<file path="src/rtl/iosys_pkg.sv">
// iosys_pkg: shared port indices, FSM states and abort data for the iosys memory arbiter
package iosys_pkg;
  localparam logic [1:0] PORT_BOOT = 2'd0;
  localparam logic [1:0] PORT_CPU = 2'd1;
  localparam logic [1:0] PORT_DMA = 2'd2;
  localparam logic [31:0] TIMEOUT_RDATA = 32'hDEAD_BEEF;
  typedef enum logic [1:0] {IDLE, BUSY, RESP} state_t;
endpackage

</file>
<file path="src/rtl/iosys_arb_pick.sv">
// iosys_arb_pick: boot-first winner selection with CPU/DMA round-robin
module iosys_arb_pick
  import iosys_pkg::*;
(
  input  logic [2:0] i_valid,
  input  logic [1:0] i_rr_last,
  output logic [1:0] o_win
);
  // boot always wins; a CPU/DMA tie goes to whichever was not served last
  always_comb
    o_win = i_valid[PORT_BOOT] ? PORT_BOOT :
            (i_valid[PORT_CPU] && i_valid[PORT_DMA]) ? ((i_rr_last == PORT_CPU) ? PORT_DMA : PORT_CPU) :
            i_valid[PORT_CPU] ? PORT_CPU : PORT_DMA;
endmodule

</file>
<file path="src/rtl/iosys_mem_arbiter.sv">
// iosys_mem_arbiter: serialises boot, CPU and DMA onto the single SDRAM port with a watchdog
module iosys_mem_arbiter #(
  parameter int AW = 23,
  parameter int TIMEOUT = 4096,
  parameter logic [31:0] TIMEOUT_RDATA = iosys_pkg::TIMEOUT_RDATA
) (
  input  logic            clk,
  input  logic            resetn,
  input  logic [2:0]      s_valid,
  input  logic [3*AW-1:0] s_addr,
  input  logic [95:0]     s_wdata,
  input  logic [11:0]     s_wstrb,
  output logic [2:0]      s_ready,
  output logic [31:0]     s_rdata,
  output logic            m_valid,
  output logic [AW-1:0]   m_addr,
  output logic [31:0]     m_wdata,
  output logic [3:0]      m_wstrb,
  input  logic            m_ready,
  input  logic [31:0]     m_rdata,
  output logic [1:0]      grant,
  output logic            err,
  output logic [1:0]      err_port
);
  import iosys_pkg::*;
  localparam int CW = $clog2(TIMEOUT);
  state_t r_state, w_next;
  logic [CW-1:0] r_cnt;
  logic [1:0] r_rr_last, r_grant, r_err_port, w_win;
  logic r_m_valid, r_err, w_timeout;
  logic [AW-1:0] r_m_addr;
  logic [31:0] r_m_wdata, r_s_rdata;
  logic [3:0] r_m_wstrb;
  iosys_arb_pick u_pick (
    .i_valid  (s_valid),
    .i_rr_last(r_rr_last),
    .o_win    (w_win)
  );
  assign m_valid = r_m_valid;
  assign m_addr = r_m_addr;
  assign m_wdata = r_m_wdata;
  assign m_wstrb = r_m_wstrb;
  assign s_rdata = r_s_rdata;
  assign grant = r_grant;
  assign err = r_err;
  assign err_port = r_err_port;
  // state register
  always_ff @(posedge clk)
    r_state <= !resetn ? IDLE : w_next;
  // next state; a completion in the last watchdog cycle still counts as a completion
  always_comb begin
    w_timeout = r_cnt == CW'(TIMEOUT - 1);
    w_next = r_state;
    s_ready = '0;
    if (r_state == IDLE)
      w_next = |s_valid ? BUSY : IDLE;
    else if (r_state == BUSY)
      w_next = (m_ready || w_timeout) ? RESP : BUSY;
    else begin
      w_next = IDLE;
      s_ready = 3'b001 << r_grant;
    end
  end
  // request latch, SDRAM handshake, watchdog and sticky error capture
  always_ff @(posedge clk) begin
    if (!resetn) begin
      r_m_valid <= 1'b0;
      r_m_addr <= '0;
      r_m_wdata <= '0;
      r_m_wstrb <= '0;
      r_s_rdata <= '0;
      r_grant <= PORT_BOOT;
      r_rr_last <= PORT_DMA;
      r_err <= 1'b0;
      r_err_port <= PORT_BOOT;
      r_cnt <= '0;
    end else if (r_state == IDLE) begin
      if (|s_valid) begin
        r_m_valid <= 1'b1;
        r_grant <= w_win;
        r_m_addr <= s_addr[w_win*AW +: AW];
        r_m_wdata <= s_wdata[w_win*32 +: 32];
        r_m_wstrb <= s_wstrb[w_win*4 +: 4];
        if (w_win != PORT_BOOT) r_rr_last <= w_win;
      end
    end else if (r_state == BUSY) begin
      r_cnt <= r_cnt + 1'b1;
      if (m_ready) begin
        r_m_valid <= 1'b0;
        r_s_rdata <= m_rdata;
      end else if (w_timeout) begin
        r_m_valid <= 1'b0;
        r_s_rdata <= TIMEOUT_RDATA;
        r_err <= 1'b1;
        if (!r_err) r_err_port <= r_grant;
      end
    end else
      r_cnt <= '0;
  end
endmodule

</file>
<file path="config.mk">
export PLATFORM = sky130hd
export DESIGN_NAME = iosys_mem_arbiter
export DESIGN_NICKNAME = d
export VERILOG_FILES = /design/src/rtl/iosys_pkg.sv /design/src/rtl/iosys_arb_pick.sv /design/src/rtl/iosys_mem_arbiter.sv
export SDC_FILE = /design/constraint.sdc
export NUM_CORES = 1
export LEC_CHECK = 0
export ABC_AREA = 1
export BUFFER_PORTS_ARGS = -buffer_cell sky130_fd_sc_hd__buf_4
export CAP_MARGIN = 5
export CORE_MARGIN = 5
export CORE_UTILIZATION = 46
export DETAILED_ROUTE_END_ITERATION = 7
export HOLD_SLACK_MARGIN = 0.06
export PLACE_DENSITY = 0.81
export SLEW_MARGIN = 10
export SYNTH_ARGS = -nofsm -noshare
export SYNTH_HDL_FRONTEND = slang
export SYNTH_SLANG_ARGS = --single-unit
</file>
<file path="constraint.sdc">
create_clock -name clk -period 1.9 [get_ports clk]
set_clock_uncertainty 0.2 [all_clocks]
set_input_delay 0.285 -clock clk [delete_from_list [all_inputs] [get_ports clk]]
set_output_delay 0.285 -clock clk [all_outputs]
set_load 0.01 [all_outputs]
</file>
# [Word-level counts from Yosys, hierarchy flattened]
# Index checks and enable logic that the tools add are counted.
[word_totals] register_bits=113 input_bits=215 out_inout_bits=100 wordCells=56
[op_classes] n_addsub=1 multipliers=1 n_eq_ne=4 shift=4 mux=18 n_bitwise=3 n_reduce_logical=14
[op_table] operator="$shiftx A96 B8 Y32" n=1
[op_table] operator="$shiftx A69 B8 Y23" n=1
[op_table] operator="$mux W32" n=2
[op_table] operator="$mux W2" n=7
[op_table] operator="$add A12 B1 Y12 const B" n=1
[op_table] operator="$eq A12 B12 Y1 const B" n=1
[op_table] operator="$mux W12" n=1
[op_table] operator="$shiftx A12 B5 Y4" n=1
[op_table] operator="$reduce_and A3 Y1" n=3
[op_table] operator="$mul A2 B5 Y7 const B" n=1
[op_table] operator="$mux W1" n=6
[op_table] operator="$mux W3" n=2
[op_table] operator="$reduce_bool A2 Y1" n=3
[op_table] operator="$reduce_and A5 Y1" n=1
[op_table] operator="$eq A2 B1 Y1 const B" n=2
[op_table] operator="$reduce_and A4 Y1" n=1
[op_table] operator="$not A1 Y1" n=3
[op_table] operator="$reduce_bool A3 Y1" n=1
[op_table] operator="$reduce_or A3 Y1" n=1
[op_table] operator="$shl A1 B2 Y3 const A" n=1
[op_table] operator="$logic_not A2 Y1" n=1
[op_table] operator="$ne A2 B1 Y1 const B" n=1
[op_table] operator="$reduce_and A2 Y1" n=1
[op_table] operator="$logic_and A1 B1 Y1" n=1
[op_table] operator="$logic_or A1 B1 Y1" n=1

# [Depth between registers and ports, before layout]
# Gate-level depths: netlist of run 1.
[logic_depth] word_depth=6 mapped_depth=9 mapped_depth_nobuf=9

# [Hierarchy]
# From an unflattened synthesis of run 1, not the netlist that was laid out.
[hier_totals] cells_unflattened=744 area_unflattened_um2=5236.3
[modules_own_cells] module="iosys_mem_arbiter" n_inst=1 cells_per_inst=739 area_each_um2=5203.7 seq_area_each_um2=2262.2
[modules_own_cells] module="iosys_arb_pick" n_inst=1 cells_per_inst=5 area_each_um2=32.5 seq_area_each_um2=0.0

# [Worst setup path after synthesis of run 1]
# No wires, ideal clock.
[synth_path] path_type="reg2reg" startpoint="register r_cnt[0]" endpoint="register r_s_rdata[17], in the netlist s_rdata[17]" setup_ns=0.132 arrival_time_ns=1.279 required_time_ns=1.568 setup_slack_ns=0.289 stages_incl_launch_ff=10 n_path_buf=1 synth_period_minus_slack_ns=1.611 path_cell_list="dfxtp_1 -> ha_1 -> nand2_1 -> nor2_1 -> nand3_1 -> nand2_1 -> nand2_1 -> buf_4 -> nand2_1 -> a21oi_1"
[synth_via] elab_chain_cells=3
[synth_lines] item="from (decl)" line="iosys_mem_arbiter.sv:28" rtl="logic [CW-1:0] r_cnt;"
[synth_lines] item="from (signal assigned)" line="iosys_mem_arbiter.sv:87" rtl="r_cnt <= r_cnt + 1'b1;"
[synth_lines] item="$eq A12 B12 Y1" line="iosys_mem_arbiter.sv:52" rtl="w_timeout = r_cnt == CW'(TIMEOUT - 1);"
[synth_lines] item="$reduce_bool A2 Y1 (no source line)"
[synth_lines] item="$reduce_and A3 Y1 (no source line)"
[synth_lines] item="to (signal assigned)" line="iosys_mem_arbiter.sv:90" rtl="r_s_rdata <= m_rdata;"
[synth_lines] item="to (decl)" line="iosys_mem_arbiter.sv:32" rtl="logic [31:0] r_m_wdata, r_s_rdata;"
# No other way between the ends.
# A chain may end at the register's enable or synchronous reset.

# [Worst setup path after layout of run 1]
[layout_path] startpoint="register r_grant[0], in the netlist grant[0]" endpoint="output s_ready[1]"
[layout_via] elab_chain_cells=3
[layout_lines] item="from (decl)" line="iosys_mem_arbiter.sv:29" rtl="logic [1:0] r_rr_last, r_grant, r_err_port, w_win;"
[layout_lines] item="from (signal assigned)" line="iosys_mem_arbiter.sv:80" rtl="r_grant <= w_win;"
[layout_lines] item="$shl A1 B2 Y3" line="iosys_mem_arbiter.sv:61" rtl="s_ready = 3'b001 << r_grant;"
[layout_lines] item="$mux W3" line="iosys_mem_arbiter.sv:57" rtl="else if (r_state == BUSY)"
[layout_lines] item="$mux W3" line="iosys_mem_arbiter.sv:55" rtl="if (r_state == IDLE)"
[layout_lines] item="to (decl)" line="iosys_mem_arbiter.sv:13" rtl="output logic [2:0] s_ready,"
# No other way between the ends.

==> results by group, run 1 <==
Run status
  – Status: finished clean

Final layout
  – Fraction of layout cells with a size suffix above 1: 24.8%
  – Fillers: 627
  – Finished Core Util: 86.7%
  – Final Cell Area: 11400 sq um
  – Area grow syn2layout: 86.0%
  – Nets: 1717

Power and ir drop
  – Total power: 8390 uW
  – Peak supply drop: 630 uV
  – Static Leak: 0.00600 uW
  – Pwr Density: 737 nW/um^2

Synthesis
  – Main area contributors after synthesis: dfxtp_1 (37%), nand2_1 (14%), inv_1 (14%), nand3_1 (11%), a21oi_1 (8.7%)
  – Synth top area share: 36.9%
  – Largest family of logic cells by synthesized area: simple AND/OR/NAND/NOR gates
  – Mapped Nets: 1217
  – Mapped cell area: 6120 sq um
  – Adder-Cell Fraction of Synth Area: 0.204%
  – Cell accounting for the most synthesized area: dfxtp_1
  – Yosys warnings: 0
  – Mapped Cells: 1001
  – Sequential-to-total area share from yosys stat: 36.9%
  – Compound-Gate Fraction of Synth Area: 16.8%
  – #FFs+latches synth: 113
  – Post-Syn Area per Cell: 6.12 sq um
  – Unique masters post-synth: 26
  – Mux contribution to synthesized area: 0%
  – Synth Area in XOR/XNOR: 0.143%
  – Post-Synth Simple-Gate Area: 27.3%

Worst setup path
  – Critical R2R Launch: r_rr_last[0]$_SDFFE_PN0P_
  – CP cell instances: inv_1, nor3_1, buf_4
  – Kind of critical path: reg -> out
  – Worst Path Arrival: 1.36 ns
  – Critical-path top delay cell: dfxtp_1
  – Critical Path RT: 1.41 ns
  – Critical Path Source: grant[0]$_SDFFE_PN0P_
  – Slowest Stage Delay on Critical Path: 0.45 ns
  – R2r setup slk: 0.09 ns
  – Worst Setup Start Kind: flip-flop
  – Worst R2R End: m_addr[3]$_SDFFE_PN0P_
  – CP max FO: 5
  – Worst Setup End Kind: output pin
  – CP Capture Point: s_ready[1]
  – Reg2reg path depth: 6

Floorplanning
  – Starting Density: 46.6%
  – Rows: 42
  – Die area: 15700 sq um
  – Core Box Area: 13100 sq um
  – Chip height: 125 microns
  – Die X: 125 microns
  – # IOs: 315

GRT
  – Antenna violations before repair: 2
  – First-pass GRT wire length: 52000 microns
  – Gr ovfl total: 0
  – Number of global-route vias before repair: 9902
  – GRT Total Usage: 41.3%
  – Largest net degree at the start of global routing: 62

STA
  – Highest Clock Rate: 543 MHz
  – Worst slew pin tran: 0.486 ns
  – Worst Slack Setup Final: 0.0575 ns
  – Tcrit/Tclk final: 97.0%
  – Final hold vios: 0
  – Rel. slew slack: 67.6%
  – Unrepaired setup endpoints after global routing: yes
  – Final worst path period need: 1.84 ns
  – Setup violators final: 0
  – Max Transition Viols Final: 0

Drt
  – WL per Instance: 19.3 microns
  – Drt via density: 5.60
  – Number of remaining DRC errors: 0
  – DRT Wirelength: 32800 microns
  – First-pass detailed-route iteration total: 5
  – Starting DRT DRC Count: 1221
  – Via count: 9497
  – Post-DRT Antenna Nets: 0

Clock tree
  – CTS tree: built
  – Clock sink count: 113
  – H-tree level count: 4
  – Skew-Pair Late Insertion Delay: 0.41 ns
  – Clock-pin transition on the worst setup and hold timing paths: 0.06 ns
  – CTS Buf Count: 17
  – Clock Tree Buf Depth: 2
  – Root Buffer Master: clkbuf_16
  – # Post-CTS Setup Buffers: 0

Place
  – DP HPWL: 15600 microns
  – GPL Wtd Cong: 0.884
  – Setup WS pre-CTS: 0.194 ns
  – Post-DP Area: 8680 sq um
  – # port buffers: 314

Flow run
  – MaxCap Viol Count: 0

Min path
  – Hold path start: s_valid[0]
  – Hold Path Class: in -> reg
cell usage in the layout (no fill, tap or decap), drive strengths merged, types with 19 or more instances in the layout:
master	synthesis	layout
a21oi	108	108
buf	20	333
clkbuf	40	19
dfxtp	113	113
dlygate4sd3	0	208
inv	229	231
nand2	232	232
nand3	131	131
nor2	21	21
o21ai	91	91
per-stage QoR:
| stage | setup TNS, ns | hold slack [ns] | std cells |
|---|---|---|---|
| 2_1_floorplan | 0 | 0.229 | 1001 |
| 3_3_place_gp | 0 | 0.235 | 1450 |
| 3_5_place_dp | 0 | 0.238 | 1450 |
| 4_1_cts | 0 | 0.0623 | 1690 |
| 5_1_grt | -0.0338 | 0.110 | 1692 |
| 6_report | 0 | 0.0879 | 1695 |
sequential cells by signal (all words and copies together), names as in the netlist:
name       count
grant          2
r_cnt         12
r_rr_last      2
r_state        2
err            1
m_addr        23
err_port       2
m_wstrb        4
m_valid        1
s_rdata       32
m_wdata       32
worst max-delay path: cells and delay by family, from the launching register on:
kind | cells | cell delay (ns)
flip-flops | 1 | 0.45
buffers and inverters | 2 | 0.27
AND/OR/NAND/NOR | 1 | 0.23
how the worst min path moves through the flow:
| stage | depth (start not counted) | end |
|---|---|---|
| after floorplan | 2 | r_rr_last[1]$_SDFFE_PN1P_ |
| after global placement | 2 | s_rdata[1]$_SDFFE_PN0P_ |
| after detailed placement | 2 | s_rdata[1]$_SDFFE_PN0P_ |
| after CTS | 5 | m_addr[13]$_SDFFE_PN0P_ |
| after global routing | 4 | grant[1]$_SDFFE_PN0P_ |
| final | 5 | r_rr_last[1]$_SDFFE_PN1P_ |
kinds of logic (layout without fill, tap and decap cells):
kind of cell / after synthesis / after routing
AO/OA/AOI/OAI: 202 / 202
other: 0 / 5
adder cells (fa/ha/maj): 1 / 1
buffers and inverters: 292 / 805
AND/OR/NAND/NOR: 392 / 392
XOR/XNOR: 1 / 1
flip-flops: 113 / 113
Yosys cell counts (all sizes together):
cell and n:
a211oi 1, a32o 1, nor2 21, ha 1
inv 229, nand4 3, xor2 1, buf 20
nand2 232, nor3 4, nand3 131, nor3b 1
clkinv 3, dfxtp 113, o21ai 91, clkbuf 40
a21oi 108, o22ai 1
power by group:
group          switching [uW]  leakage (uW)  internal, uW
clock network            1200      0.000285          2100
logic                    1190       0.00478          1150
registers                 158      0.000932          2600
layer usage:
| metal | part of all wire [%] | up-vias | track usage, % |
|---|---|---|---|
| met3 | 11 | 293 | 13.2 |
| met4 | 8.9 | 0 | 31.1 |
| met5 | 0 | - | 0 |
| li1 | - | 4096 | - |
| met2 | 46 | 867 | 68.2 |
| met1 | 34 | 4241 | 44.0 |
area by class of cell:
type                            count  area [sq um]  area share (%)
Sequential cell                   113          2260            19.9
Inverter                          232           871            7.65
Antenna cell                        5          12.5           0.110
Timing Repair Buffer              541          4690            41.1
Multi-Input combinational cell    596          2730            24.0
Clock inverter                     13           161            1.42
Tap cell                          176           220            1.93
Clock buffer                       19           443            3.89
timing repair:
action,4_1_cts,5_1_grt
endpoints found under the hold margin,93,0
hold buffers,208,0
setup endpoints to repair,0,15
resized for setup,0,2
Note: power is estimated with default switching activity, not from simulation.
==> run 2: changes to the inputs <==
- PLACE_DENSITY: 0.81 -> 0.83
==> run 2 against run 1 <==
Net effect:
- clock power up 8.8%
- register-to-register slack worse by 0.03 ns
- combinational power about the same
- hold slack worse by 0.024 ns
- die area unchanged
- global-route usage down 1.6 points
- sequential cell count unchanged
- non-clock buffer count down 4
- cell count about the same
- critical path type is now reg -> reg
- largest cell class unchanged
- largest power group unchanged
- highest routed layer unchanged
==> results by group, run 2 (synthesis gave the netlist of run 1 again) <==
Drt
  – DRT Wirelength: 32300 microns
  – First-pass detailed-route iteration total: 8
  – Drt via density: 5.60
  – WL per Instance: 19.1 microns
  – Post-DRT Antenna Nets: 0
  – Number of remaining DRC errors: 0
  – Via count: 9484
  – Starting DRT DRC Count: 1101

Run status
  – Status: finished clean

Clock tree
  – Clock-pin transition on the worst setup and hold timing paths: 0.06 ns
  – Clock Tree Buf Depth: 2
  – CTS tree: built
  – H-tree level count: 4
  – Clock sink count: 113
  – CTS Buf Count: 17
  – Root Buffer Master: clkbuf_16
  – # Post-CTS Setup Buffers: 0
  – Skew-Pair Late Insertion Delay: 0.41 ns

Worst setup path
  – Critical R2R Launch: r_state[0]$_SDFF_PN0_
  – Critical Path RT: 2.02 ns
  – Worst Setup End Kind: flip-flop
  – Worst Setup Start Kind: flip-flop
  – Kind of critical path: reg -> reg
  – R2r setup slk: 0.06 ns
  – CP max FO: 68
  – Reg2reg path depth: 6
  – Worst R2R End: m_addr[4]$_SDFFE_PN0P_
  – Worst Path Arrival: 1.96 ns

STA
  – Highest Clock Rate: 543 MHz
  – Setup tns final: 0 ns
  – Max Transition Viols Final: 0
  – Setup violators final: 0
  – Tcrit/Tclk final: 97.0%
  – Rel. slew slack: 69.6%
  – Hold slack: 0.0643 ns
  – Worst slew pin tran: 0.457 ns
  – Final hold vios: 0
  – Final worst path period need: 1.84 ns
  – Unrepaired setup endpoints after global routing: no

GRT
  – Largest net degree at the start of global routing: 69
  – Antenna violations before repair: 3
  – GRT Total Usage: 39.7%
  – Met3 Use GR: 13.3%
  – First-pass GRT wire length: 50500 microns
  – Grt peak-use layer: met2
  – Gr ovfl total: 0
  – Grt met2 use: 66.6%
  – GR Util met1: 41.6%
  – Number of global-route vias before repair: 9710

Final layout
  – Footprint of the multi-input gates: 2740 sq um
  – Area grow syn2layout: 87.2%
  – Fillers: 608
  – Nets: 1713
  – Final Cell Area: 11500 sq um
  – Register area: 2260 sq um
  – Commonest non-fill, non-tap cell in the layout: buf_4
  – Finished Core Util: 87.3%
  – Fraction of layout cells with a size suffix above 1: 25.0%
  – Most frequent cells in the layout: buf_4 (320), nand2_1 (229), inv_1 (227)

Min path
  – Hold Path Sink: m_wdata[31]$_SDFFE_PN0P_
  – Hold Path Class: in -> reg
  – Hold path start: s_wdata[63]
  – Hold Crit Depth: 5

Place
  – GPL Wtd Cong: 0.871
  – Post-DP Area: 8730 sq um
  – # port buffers: 314
  – DP HPWL: 15300 microns

Floorplanning
  – Starting Density: 46.6%
  – # IOs: 315
  – Core Box Area: 13100 sq um
  – Die area: 15700 sq um
  – Die X: 125 microns
  – Chip height: 125 microns
  – Rows: 42

Power and ir drop
  – Static Leak: 0.00603 uW
  – Pwr Density: 757 nW/um^2
  – Peak supply drop: 672 uV
  – Total power: 8680 uW

Flow run
  – MaxCap Viol Count: 0
run 2: cell types whose count changed in the layout (fill, tap and decap cells not counted), moves of 2 or more:
cell           previous run  this run
clkinv_2                  3         1
bufinv_16                 3         5
buf_4                   324       320
clkinv_4                  2         6
diode_2                   5         8
clkinvlp_4                4         1
buf_12                    8        12
dlygate4sd3_1           208       205
run 2: how the worst max path moves through the flow:
stage | cells after the start | end | startpoint
after floorplan | 9 | s_rdata[17]$_SDFFE_PN0P_ | r_cnt[0]$_SDFFE_PN0N_
after global placement | 8 | m_wdata[3]$_SDFFE_PN0P_ | s_valid[2]
after detailed placement | 9 | s_rdata[14]$_SDFFE_PN0P_ | r_cnt[1]$_SDFFE_PN0N_
after CTS | 9 | s_rdata[17]$_SDFFE_PN0P_ | r_cnt[1]$_SDFFE_PN0N_
after global routing | 9 | s_rdata[22]$_SDFFE_PN0P_ | r_cnt[1]$_SDFFE_PN0N_
final | 6 | m_addr[4]$_SDFFE_PN0P_ | r_state[0]$_SDFF_PN0_
run 2: worst max-delay path, stage by stage (launching register included):
cell and delay [ns]:
dfxtp_1 0.39, nor2_4 0.16, inv_2 0.06, a21oi_4 0.19, buf_12 0.30, o21ai_0 0.20, a21oi_1 0.22
run 2: cell type report:
class	instances	share of cell area [%]
diodes	8	0.175
clock inverters	15	2.03
clock buffers	17	3.71
inverters	232	7.59
flip-flops and latches	113	19.7
repair buffers	537	40.9
well taps	176	1.92
multi-input cells	596	23.9
run 2: through the flow:
stage | setup slack (ns) | cells
after CTS | 0.125 | 1686
final | 0.0576 | 1694
after floorplan | 0.289 | 1001
after global routing | 0.000172 | 1688
after global placement | 0.188 | 1449
after detailed placement | 0.161 | 1449
run 2: timing repair:
| item | CTS | global route |
|---|---|---|
| hold endpoints to repair | 98 | 0 |
| resized for setup | 0 | 3 |
| endpoints found under the setup margin | 0 | 32 |
| hold buffers | 205 | 0 |
run 2: metal layers:
layer	part of all wire (%)	vias to the layer above
li1	-	4089
met1	33	4219
met2	47	908
met3	11	268
met4	8.3	0
met5	0	-
run 2: where the power goes:
part           total [uW]  internal [uW]  leakage (uW)  switching (uW)
logic                2330           1160       0.00478            1180
registers            2750           2590      0.000932             156
clock network        3590           2340      0.000318            1250
